$ cat config.mk
export PLATFORM = sky130hd
export DESIGN_NAME = muldiv_seq
export DESIGN_NICKNAME = d
export VERILOG_FILES = /design/src/rtl/muldiv_pkg.sv /design/src/rtl/div_step.sv /design/src/rtl/muldiv_seq.sv
export SDC_FILE = /design/constraint.sdc
export NUM_CORES = 2
export LEC_CHECK = 0
export BUFFER_PORTS_ARGS = -buffer_cell sky130_fd_sc_hd__clkbuf_2
export CAP_MARGIN = 20
export CORE_ASPECT_RATIO = 0.6
export CORE_MARGIN = 3
export CORE_UTILIZATION = 35
export DETAILED_ROUTE_END_ITERATION = 10
export GPL_TIMING_DRIVEN = 0
export PLACE_DENSITY_LB_ADDON = 0.3
export SYNTH_ARGS = -nofsm -noshare
export SYNTH_HDL_FRONTEND = slang
export SYNTH_SLANG_ARGS = --single-unit
$ cat constraint.sdc
create_clock -name clk -period 7.8 [get_ports clk]
set_input_delay 0.39 -clock clk [delete_from_list [all_inputs] [get_ports clk]]
set_output_delay 0.39 -clock clk [all_outputs]
set_load 0.005 [all_outputs]
$ cat src/rtl/muldiv_pkg.sv
// rtl/muldiv_pkg.sv - shared width, state encoding and RV32M funct3 codes for muldiv_seq
package muldiv_pkg;

    localparam int XLEN = 32;

    typedef enum logic [2:0] {
        ST_IDLE,
        ST_MUL,
        ST_DPREP,
        ST_DITER,
        ST_DFIX,
        ST_DONE
    } state_t;

    localparam logic [2:0] F_MUL    = 3'b000;
    localparam logic [2:0] F_MULH   = 3'b001;
    localparam logic [2:0] F_MULHSU = 3'b010;
    localparam logic [2:0] F_MULHU  = 3'b011;
    localparam logic [2:0] F_DIV    = 3'b100;
    localparam logic [2:0] F_DIVU   = 3'b101;
    localparam logic [2:0] F_REM    = 3'b110;
    localparam logic [2:0] F_REMU   = 3'b111;

endpackage

$ cat src/rtl/div_step.sv
// rtl/div_step.sv - one restoring radix-2 division step (combinational)
module div_step
    import muldiv_pkg::*;
(
    input  logic [XLEN-1:0] rem,
    input  logic            bit_in,
    input  logic [XLEN-1:0] divisor,
    output logic [XLEN-1:0] rem_next,
    output logic            q_bit
);

    logic [XLEN:0] shifted;
    logic [XLEN:0] diff;

    // Remainder stays below the divisor, so the shifted value fits in XLEN+1 bits.
    assign shifted = {rem, bit_in};
    assign diff    = shifted - {1'b0, divisor};

    always_comb begin
        q_bit    = ~diff[XLEN];
        rem_next = diff[XLEN] ? shifted[XLEN-1:0] : diff[XLEN-1:0];
    end

endmodule

$ cat src/rtl/muldiv_seq.sv
// rtl/muldiv_seq.sv - sequential RV32M multiply/divide unit (1-cycle multiply, 32-step divide)
module muldiv_seq #(
    parameter int XLEN = 32
) (
    input  logic            clk,
    input  logic            rst,
    input  logic            start,
    input  logic [2:0]      func,
    input  logic [XLEN-1:0] din1,
    input  logic [XLEN-1:0] din2,
    input  logic            flush,
    output logic            busy,
    output logic            done,
    output logic [XLEN-1:0] dout
);
    import muldiv_pkg::*;

    localparam logic [XLEN-1:0] MIN_NEG = {1'b1, {(XLEN-1){1'b0}}};

    state_t          state;
    state_t          state_next;
    logic [2:0]      func_q;
    logic [XLEN-1:0] op1;
    logic [XLEN-1:0] op2;
    logic [XLEN-1:0] rem;
    logic [4:0]      cnt;
    logic            neg_q;
    logic            neg_r;

    logic s1, s2, mul_hi, div_signed, want_rem;

    always_comb begin
        s1         = 1'b1;
        s2         = 1'b1;
        mul_hi     = 1'b1;
        div_signed = 1'b0;
        want_rem   = 1'b0;
        case (func_q)
            F_MUL:    mul_hi = 1'b0;
            F_MULH:   ;
            F_MULHSU: s2 = 1'b0;
            F_MULHU:  begin s1 = 1'b0; s2 = 1'b0; end
            F_DIV:    div_signed = 1'b1;
            F_DIVU:   ;
            F_REM:    begin div_signed = 1'b1; want_rem = 1'b1; end
            F_REMU:   want_rem = 1'b1;
            default:  ;
        endcase
    end

    logic [XLEN:0]          mul_a;
    logic [XLEN:0]          mul_b;
    logic signed [2*XLEN-1:0] mul_a_ext;
    logic signed [2*XLEN-1:0] mul_b_ext;
    logic [2*XLEN-1:0]      prod;

    // A 33x33 signed product covers all four sign/zero-extension combinations.
    assign mul_a     = {s1 & op1[XLEN-1], op1};
    assign mul_b     = {s2 & op2[XLEN-1], op2};
    assign mul_a_ext = $signed(mul_a);
    assign mul_b_ext = $signed(mul_b);
    assign prod      = mul_a_ext * mul_b_ext;

    logic            div_zero;
    logic            div_ovf;
    logic            div_special;
    logic [XLEN-1:0] abs1;
    logic [XLEN-1:0] abs2;
    logic [XLEN-1:0] step_rem;
    logic            step_q;

    assign div_zero    = (op2 == '0);
    assign div_ovf     = div_signed && (op1 == MIN_NEG) && (op2 == '1);
    assign div_special = div_zero || div_ovf;
    assign abs1        = (div_signed && op1[XLEN-1]) ? -op1 : op1;
    assign abs2        = (div_signed && op2[XLEN-1]) ? -op2 : op2;

    // op1 doubles as the dividend/quotient shift register during DITER.
    div_step u_div_step (
        .rem      (rem),
        .bit_in   (op1[XLEN-1]),
        .divisor  (op2),
        .rem_next (step_rem),
        .q_bit    (step_q)
    );

    always_ff @(posedge clk or posedge rst) begin
        if (rst) begin
            state  <= ST_IDLE;
            func_q <= '0;
            op1    <= '0;
            op2    <= '0;
            rem    <= '0;
            cnt    <= '0;
            neg_q  <= 1'b0;
            neg_r  <= 1'b0;
            dout   <= '0;
        end else begin
            state <= state_next;
            if (!flush) begin
                case (state)
                    ST_IDLE: begin
                        if (start) begin
                            func_q <= func;
                            op1    <= din1;
                            op2    <= din2;
                        end
                    end
                    ST_MUL: dout <= mul_hi ? prod[2*XLEN-1:XLEN] : prod[XLEN-1:0];
                    ST_DPREP: begin
                        if (div_zero) begin
                            dout <= want_rem ? op1 : '1;
                        end else if (div_ovf) begin
                            dout <= want_rem ? '0 : MIN_NEG;
                        end else begin
                            op1   <= abs1;
                            op2   <= abs2;
                            rem   <= '0;
                            cnt   <= '0;
                            neg_q <= div_signed & (op1[XLEN-1] ^ op2[XLEN-1]);
                            neg_r <= div_signed & op1[XLEN-1];
                        end
                    end
                    ST_DITER: begin
                        op1 <= {op1[XLEN-2:0], step_q};
                        rem <= step_rem;
                        cnt <= cnt + 5'd1;
                    end
                    ST_DFIX: begin
                        if (want_rem) dout <= neg_r ? -rem : rem;
                        else          dout <= neg_q ? -op1 : op1;
                    end
                    default: ;
                endcase
            end
        end
    end

    always_comb begin
        state_next = state;
        case (state)
            ST_IDLE:  if (start) state_next = func[2] ? ST_DPREP : ST_MUL;
            ST_MUL:   state_next = ST_DONE;
            ST_DPREP: state_next = div_special ? ST_DONE : ST_DITER;
            ST_DITER: if (cnt == 5'd31) state_next = ST_DFIX;
            ST_DFIX:  state_next = ST_DONE;
            ST_DONE:  state_next = ST_IDLE;
            default:  state_next = ST_IDLE;
        endcase
        if (flush) state_next = ST_IDLE;
    end

    always_comb begin
        busy = (state != ST_IDLE);
        done = (state == ST_DONE);
    end

endmodule
# --- Yosys cells after proc, flatten, opt, wreduce, memory -nomap -nowiden ---
# Cells that the tools add are included.
word_totals:
  ff_bits: 141
  input_bits: 71
  out_inout_bits: 34
  elab_cells: 105
classes:
  addsub: 5
  mul: 1
  n_eq_ne: 21
  mux: 36
  bitwise: 9
  n_reduce_logical: 24
ops:
  columns: ["operator", "count"]
  rows:
  - ["$mux W32", 19]
  - ["$pmux W32 S3", 2]
  - ["$pmux W32 S2", 2]
  - ["$neg A32 Y32", 3]
  - ["$eq A32 B32 Y1 const B", 2]
  - ["$mul A33 B33 Y64", 1]
  - ["$sub A33 B32 Y33", 1]
  - ["$logic_not A32 Y1", 1]
  - ["$eq A3 B3 Y1 const B", 5]
  - ["$eq A3 B2 Y1 const B", 4]
  - ["$mux W3", 4]
  - ["$pmux W3 S4", 1]
  - ["$reduce_and A6 Y1", 2]
  - ["$mux W5", 2]
  - ["$ne A2 B2 Y1 const B", 5]
  - ["$pmux W5 S2", 1]
  - ["$ne A3 B3 Y1 const B", 3]
  - ["$reduce_bool A3 Y1", 3]
  - ["$reduce_and A4 Y1", 2]
  - ["$reduce_or A2 Y1", 4]
  - ["$logic_not A3 Y1", 2]
  - ["$reduce_and A3 Y1", 2]
  - ["$add A5 B1 Y5 const B", 1]
  - ["$eq A5 B5 Y1 const B", 1]
  - ["other kinds (10)", 23]

# --- Depth between registers and ports, before layout ---
logic_depth:
  word_depth: 9
  depth_mapped: 32
  mapped_depth_nobuf: 30

# --- Modules after synthesis ---
# From an unflattened synthesis, not the netlist that was laid out.
unflattened:
  hier_cells: 5873
  area_unflattened_um2: 49896.6
modules_own_cells:
  columns: ["mod", "instances", "cells_per_inst", "area_per_inst_um2", "seq_area_each_um2"]
  rows:
  - ["muldiv_seq", 1, 5564, 47579.4, 3528.4]
  - ["div_step", 1, 309, 2317.2, 0.0]

# --- Least setup slack after synthesis ---
# No wires, ideal clock.
synth_timing:
  path_kind: "reg2reg"
  from: "register op1[31]"
  to: "register dout[29]"
  setup_time_ns: 0.104
  arrival_ns: 8.192
  required_time_ns: 7.696
  path_slack_ns: -0.496
  path_stages_with_launch: 31
  path_buffers: 3
  period_less_slack_ns: 8.296
  path_cell_list: "dfrtp_1 > clkinv_1 > a21oi_1 > clkbuf_1 > clkbuf_1 > nand2_1 > fa_1 > fa_1 > inv_1 > fa_1 > inv_1 > fa_1 > inv_1 > fa_1 > fa_1 > inv_1 > fa_1 > fa_1 > inv_1 > ha_1 > clkbuf_1 > inv_1 > o21bai_1 > a21o_1 > a21oi_1 > nor2_1 > nor2_1 > o21bai_1 > mux2i_1 > o22ai_1 > a221oi_1"
synth_via:
  elab_chain_cells: 5
  word_cells_on_any_way: 9
  classes_between: "mul: 1; eq/ne: 2; mux: 2; bitwise: 1; reduce/logical: 3"
synth_lines:
  columns: ["element", "line_no", "rtl"]
  rows:
  - ["from (decl)", "muldiv_seq.sv:23", "logic [XLEN-1:0] op1;"]
  - ["from (signal assigned)", "muldiv_seq.sv:105", "op1 <= din1;"]
  - ["from (signal assigned)", "muldiv_seq.sv:116", "op1 <= abs1;"]
  - ["from (signal assigned)", "muldiv_seq.sv:125", "op1 <= {op1[XLEN-2:0], step_q};"]
  - ["branches (longest 5 deep; another with $mul A33 B33 Y64)", null, null]
  - ["to (signal assigned)", "muldiv_seq.sv:109", "ST_MUL: dout <= mul_hi ? prod[2*XLEN-1:XLEN] : prod[XLEN-1:0];"]
  - ["to (signal assigned)", "muldiv_seq.sv:112", "dout <= want_rem ? op1 : '1;"]
  - ["to (signal assigned)", "muldiv_seq.sv:114", "dout <= want_rem ? '0 : MIN_NEG;"]
  - ["to (decl)", "muldiv_seq.sv:14", "output logic [XLEN-1:0] dout"]
# Several ways; the timed one is not identified.
# A chain may end at the register's enable or synchronous reset.

# --- Worst setup path in the final report ---
layout_timing:
  from: "register func_q[1]"
  to: "register dout[29]"
layout_via:
  elab_chain_cells: 7
  word_cells_on_any_way: 25
  classes_between: "mul: 1; eq/ne: 6; mux: 9; bitwise: 2; reduce/logical: 7"
layout_lines:
  columns: ["element", "line_no", "rtl"]
  rows:
  - ["from (decl)", "muldiv_seq.sv:22", "logic [2:0] func_q;"]
  - ["from (signal assigned)", "muldiv_seq.sv:104", "func_q <= func;"]
  - ["$eq A3 B2 Y1 or $eq A3 B3 Y1 (tied branches)", "muldiv_seq.sv:38", "case (func_q)"]
  - ["$reduce_or A2 Y1 (no source line)", null, null]
  - ["$mux W1", "muldiv_seq.sv:38", null]
  - ["$and A1 B1 Y1 or $logic_and A1 B1 Y1 (tied branches)", "muldiv_seq.sv:59, muldiv_seq.sv:73", null]
  - ["$mul A33 B33 Y64 or $logic_and A1 B1 Y1 (tied branches)", "muldiv_seq.sv:62, muldiv_seq.sv:73", null]
  - ["$mux W32 or $ne A3 B3 Y1 (tied branches)", null, null]
  - ["$pmux W32 S3 or $reduce_and A3 Y1 (tied branches)", null, null]
# Several ways; a longest one is shown, not always the timed one.

==> run summary <==
• **result of the run** complete, but fails checks
• **failing checks** setup timing
• **FMAX** 117.5 MHz
• **Final Setup Violations** 32
• **remaining design rule violation count** 0
• **clock-pin slew on the worst setup and hold paths** 0.08 ns
• **floorplan die height** 297.3 um
• **critical path required time** 8.15 ns
• **clock latency of the later-clocked register in the worst-skew pair** 0.47 ns
• **slew at the pin closest to its max-slew limit** 1.374 ns
• **Seq. cell area** 3627 um2
• **Multi-input gate area** 41640 um2
• **pin count of the biggest net entering global routing** 110
• **iteration-0 DRC count of the detailed router** 6426
• **Max Slew Vio Count** 0
• **total wire length** 253500 um
• **crit start category** register
• **worst clock skew** 0.01572 ns
• **sinks on the clock net** 141
• **average cell area after synthesis** 8.502 um2
• **total congestion overflow after global routing** 0
• **FP Rows** 106
• **global-route wire length before repair** 350100 um
• **overall global routing resource usage** 34.23%
• **half-perimeter wire length after placement** 210200 um
• **Via-to-Cell Ratio** 5.669
• **unique cell type count in the Yosys netlist** 81
• **number of standard cells in the final layout excluding fillers** 8117
• **DR WL met3** 46430 um
• **number of hold violations in the final report** 0
• **portion of the post-synthesis area used by sequential elements** 7.126%
• **Synth-to-Final Area Change** 20.19%
• **final net count** 7651
• **leading register cell type out of synthesis** dfrtp_1
• **initial antenna violation count** 18
• **average wire length per cell after detail routing** 31.23 um
• **max-capacitance violation count** 0
• **share of cells above drive strength 1** 17.35%
• **x dimension of the die** 491.6 um
• **number of flops mapped to enable cells by yosys** 0
• **largest fanout on the critical path** 10
• **met1 routed wirelength after detailed routing** 106400 um
• **count of buffers inserted at the top-level ports** 103
• **Mapped Cells** 5824
• **post-placement cell count** 7871
• **number of buffers on the longest clock path** 2
• **number of nets in the synthesized netlist** 7273
• **ports placed on the boundary** 105
• **critical path endpoint category** register
• **number of buffers created by CTS** 17
• **Detail Route met2 WL** 89370 um
• **CTS tree** built
• **final worst slack** -0.7137 ns
• **number of warning messages in the yosys log** 0
• **First-pass DRT Iterations** 9
• **Post-synth ARST share** 100.0%
• **highest-count cells in the layout ignoring fill and taps** inv_1 (1190), fa_1 (1075), nand2_1 (992)
• **Core Footprint** 139900 um2
• **starting utilization of the core area** 35.39%
• **worst slew margin relative to its limit** 7.721%
• **number of global-route vias before repair** 44.59k
• **crit share post-route** 109.2%
• **final weighted congestion of routability-driven global placement** 1.083
• **Clock H-tree levels** 4
• **via count** 46.02k
• **buffer cell driving the clock tree root** clkbuf_16
• **commonest non-fill, non-tap cell in the layout** inv_1
• **uppermost layer routed** met5
• **overall die area** 146200 um2
• **arrival time at the worst endpoint** 8.86 ns
• **number of register bits inferred by synthesis** 141
• **final worst path period need** 8.514 ns
• **path class of the lowest-slack min-delay path** input pin to register
• **Antenna Nets Post-Route** 0
• **type of the worst setup path** register to register
• **fillers** 14.05k
• **unrepaired setup endpoints after global routing** true
• **cell area after technology mapping** 49510 um2
-- critical path, cell delays in order, from the launching register on --
cell and delay, ns:
dfrtp_2 0.48, nand2b_4 0.12, nand2_1 0.13, clkbuf_2 0.36, nor2_1 0.33, fa_1 0.51
fa_1 0.57, fa_1 0.47, fa_1 0.53, fa_1 0.50, fa_2 0.68, fa_2 0.52
fa_2 0.60, ha_4 0.25, a21o_1 0.20, a21o_1 0.18, a21o_1 0.17, nor3b_2 0.19
or4_4 0.54, a31oi_4 0.20, buf_12 0.15, o31ai_4 0.08, nor3_1 0.18, a21oi_1 0.08
a221oi_1 0.33
-- flip-flops by register name (all words and copies together), names as in the netlist --
register,flops
neg_r,1
rem,32
cnt,5
dout,32
op2,32
neg_q,1
func_q,3
op1,32
state,3
-- worst paths after layout --
kind	start	to	slack [ns]	depth (start not counted)
setup / recovery	func_q[1]$_DFFE_PP0P_	dout[29]$_DFFE_PP0P_	-0.71	24
hold / removal	func[1]	func_q[1]$_DFFE_PP0P_	0.16	2
setup reg to reg	func_q[1]$_DFFE_PP0P_	dout[29]$_DFFE_PP0P_	-0.71	24
hold reg to reg	dout[4]$_DFFE_PP0P_	dout[4]$_DFFE_PP0P_	0.49	2
max in group asynchronous	rst	op1[5]$_DFFE_PP0P_	6.36	4
min in group asynchronous	rst	rem[29]$_DFFE_PP0P_	0.43	3
-- metrics by stage --
stage	instance area, um2	utilization [%]	setup WS [ns]	hold slack [ns]	setup TNS [ns]
floorplan	49570	-	0.005837	0.4551	0
global placement	52450	37.48	-3.218	0.4796	-87.37
detailed placement	53300	38.09	-2.976	0.3772	-79.28
CTS	58330	41.69	-0.5243	0.1566	-9.215
global route	59490	42.51	-0.7711	0.1677	-14.38
finish	59510	42.53	-0.7137	0.1564	-12.20
-- area by class of cell --
| class | count | share of cell area, % |
|---|---|---|
| timing repair buffer | 413 | 6.137 |
| antenna | 12 | 0.05046 |
| clock buffer | 18 | 0.7212 |
| tap | 1890 | 3.974 |
| buffer | 301 | 4.735 |
| inverter | 1258 | 8.084 |
| clock inverter | 14 | 0.2208 |
| sequential | 141 | 6.095 |
| multi-input combinational | 4070 | 69.98 |
-- cells in the mapped netlist (6+ instances only) --
library cell / count / area share (%)
a211o_1: 8 / 0.14
a211oi_1: 19 / 0.29
a21o_1: 44 / 0.67
a21oi_1: 212 / 2.1
a22oi_1: 13 / 0.20
a31oi_1: 29 / 0.37
a41oi_1: 11 / 0.19
and2_1: 219 / 2.8
and3_1: 15 / 0.19
buf_1: 33 / 0.25
buf_2: 18 / 0.18
clkbuf_1: 302 / 2.3
dfrtp_1: 141 / 7.1
fa_1: 1126 / 46
ha_1: 252 / 6.4
inv_1: 1252 / 9.5
mux2_2: 7 / 0.16
mux2i_1: 39 / 0.79
nand2_1: 1009 / 7.6
nand2b_1: 16 / 0.20
nand3_1: 56 / 0.57
nand4_1: 27 / 0.34
nor2_1: 232 / 1.8
nor2b_1: 11 / 0.14
nor3_1: 67 / 0.68
nor3b_1: 6 / 0.091
nor4_1: 17 / 0.21
o211ai_1: 18 / 0.27
o21a_1: 18 / 0.27
o21ai_0: 219 / 2.2
o21bai_1: 15 / 0.23
o221ai_1: 15 / 0.27
o22a_1: 7 / 0.12
o22ai_1: 32 / 0.40
o31ai_1: 19 / 0.29
o41ai_1: 10 / 0.18
or2_2: 11 / 0.14
or3_1: 24 / 0.30
or3b_2: 7 / 0.12
or4_1: 16 / 0.24
xnor2_1: 92 / 1.6
xor2_1: 51 / 0.90
-- timing repair --
action / CTS / global route
gates cloned: 0 / 2
resized for setup: 924 / 200
hold buffers: 1 / 0
setup endpoints to repair: 32 / 32
hold endpoints to repair: 32 / 0
pin swaps: 155 / 106
buffers inserted: 198 / 62
-- kinds of logic (layout without fill, tap and decap cells) --
kind of cell | Yosys count | in the layout | share of synthesized area [%]
DFF | 141 | 141 | 7.126
AOI/OAI and AO/OA | 748 | 748 | 9.365
buffers and inverters | 1613 | 2004 | 12.29
adders and majority gates | 1378 | 1378 | 51.89
other | 0 | 12 | 0
xor gates and xnor gates | 144 | 144 | 2.562
and+or+nand+nor | 1754 | 1754 | 15.82
muxes | 46 | 46 | 0.9476
-- metal layers --
layer,vias up,track usage [%]
met5,-,1.558
met4,24,10.56
met3,483,20.23
li1,18430,-
met2,3356,41.31
met1,23720,49.39
Power is left out: the tool's default activity adds up to more than one toggle a clock period on the data nets, which glitch-free logic cannot reach.
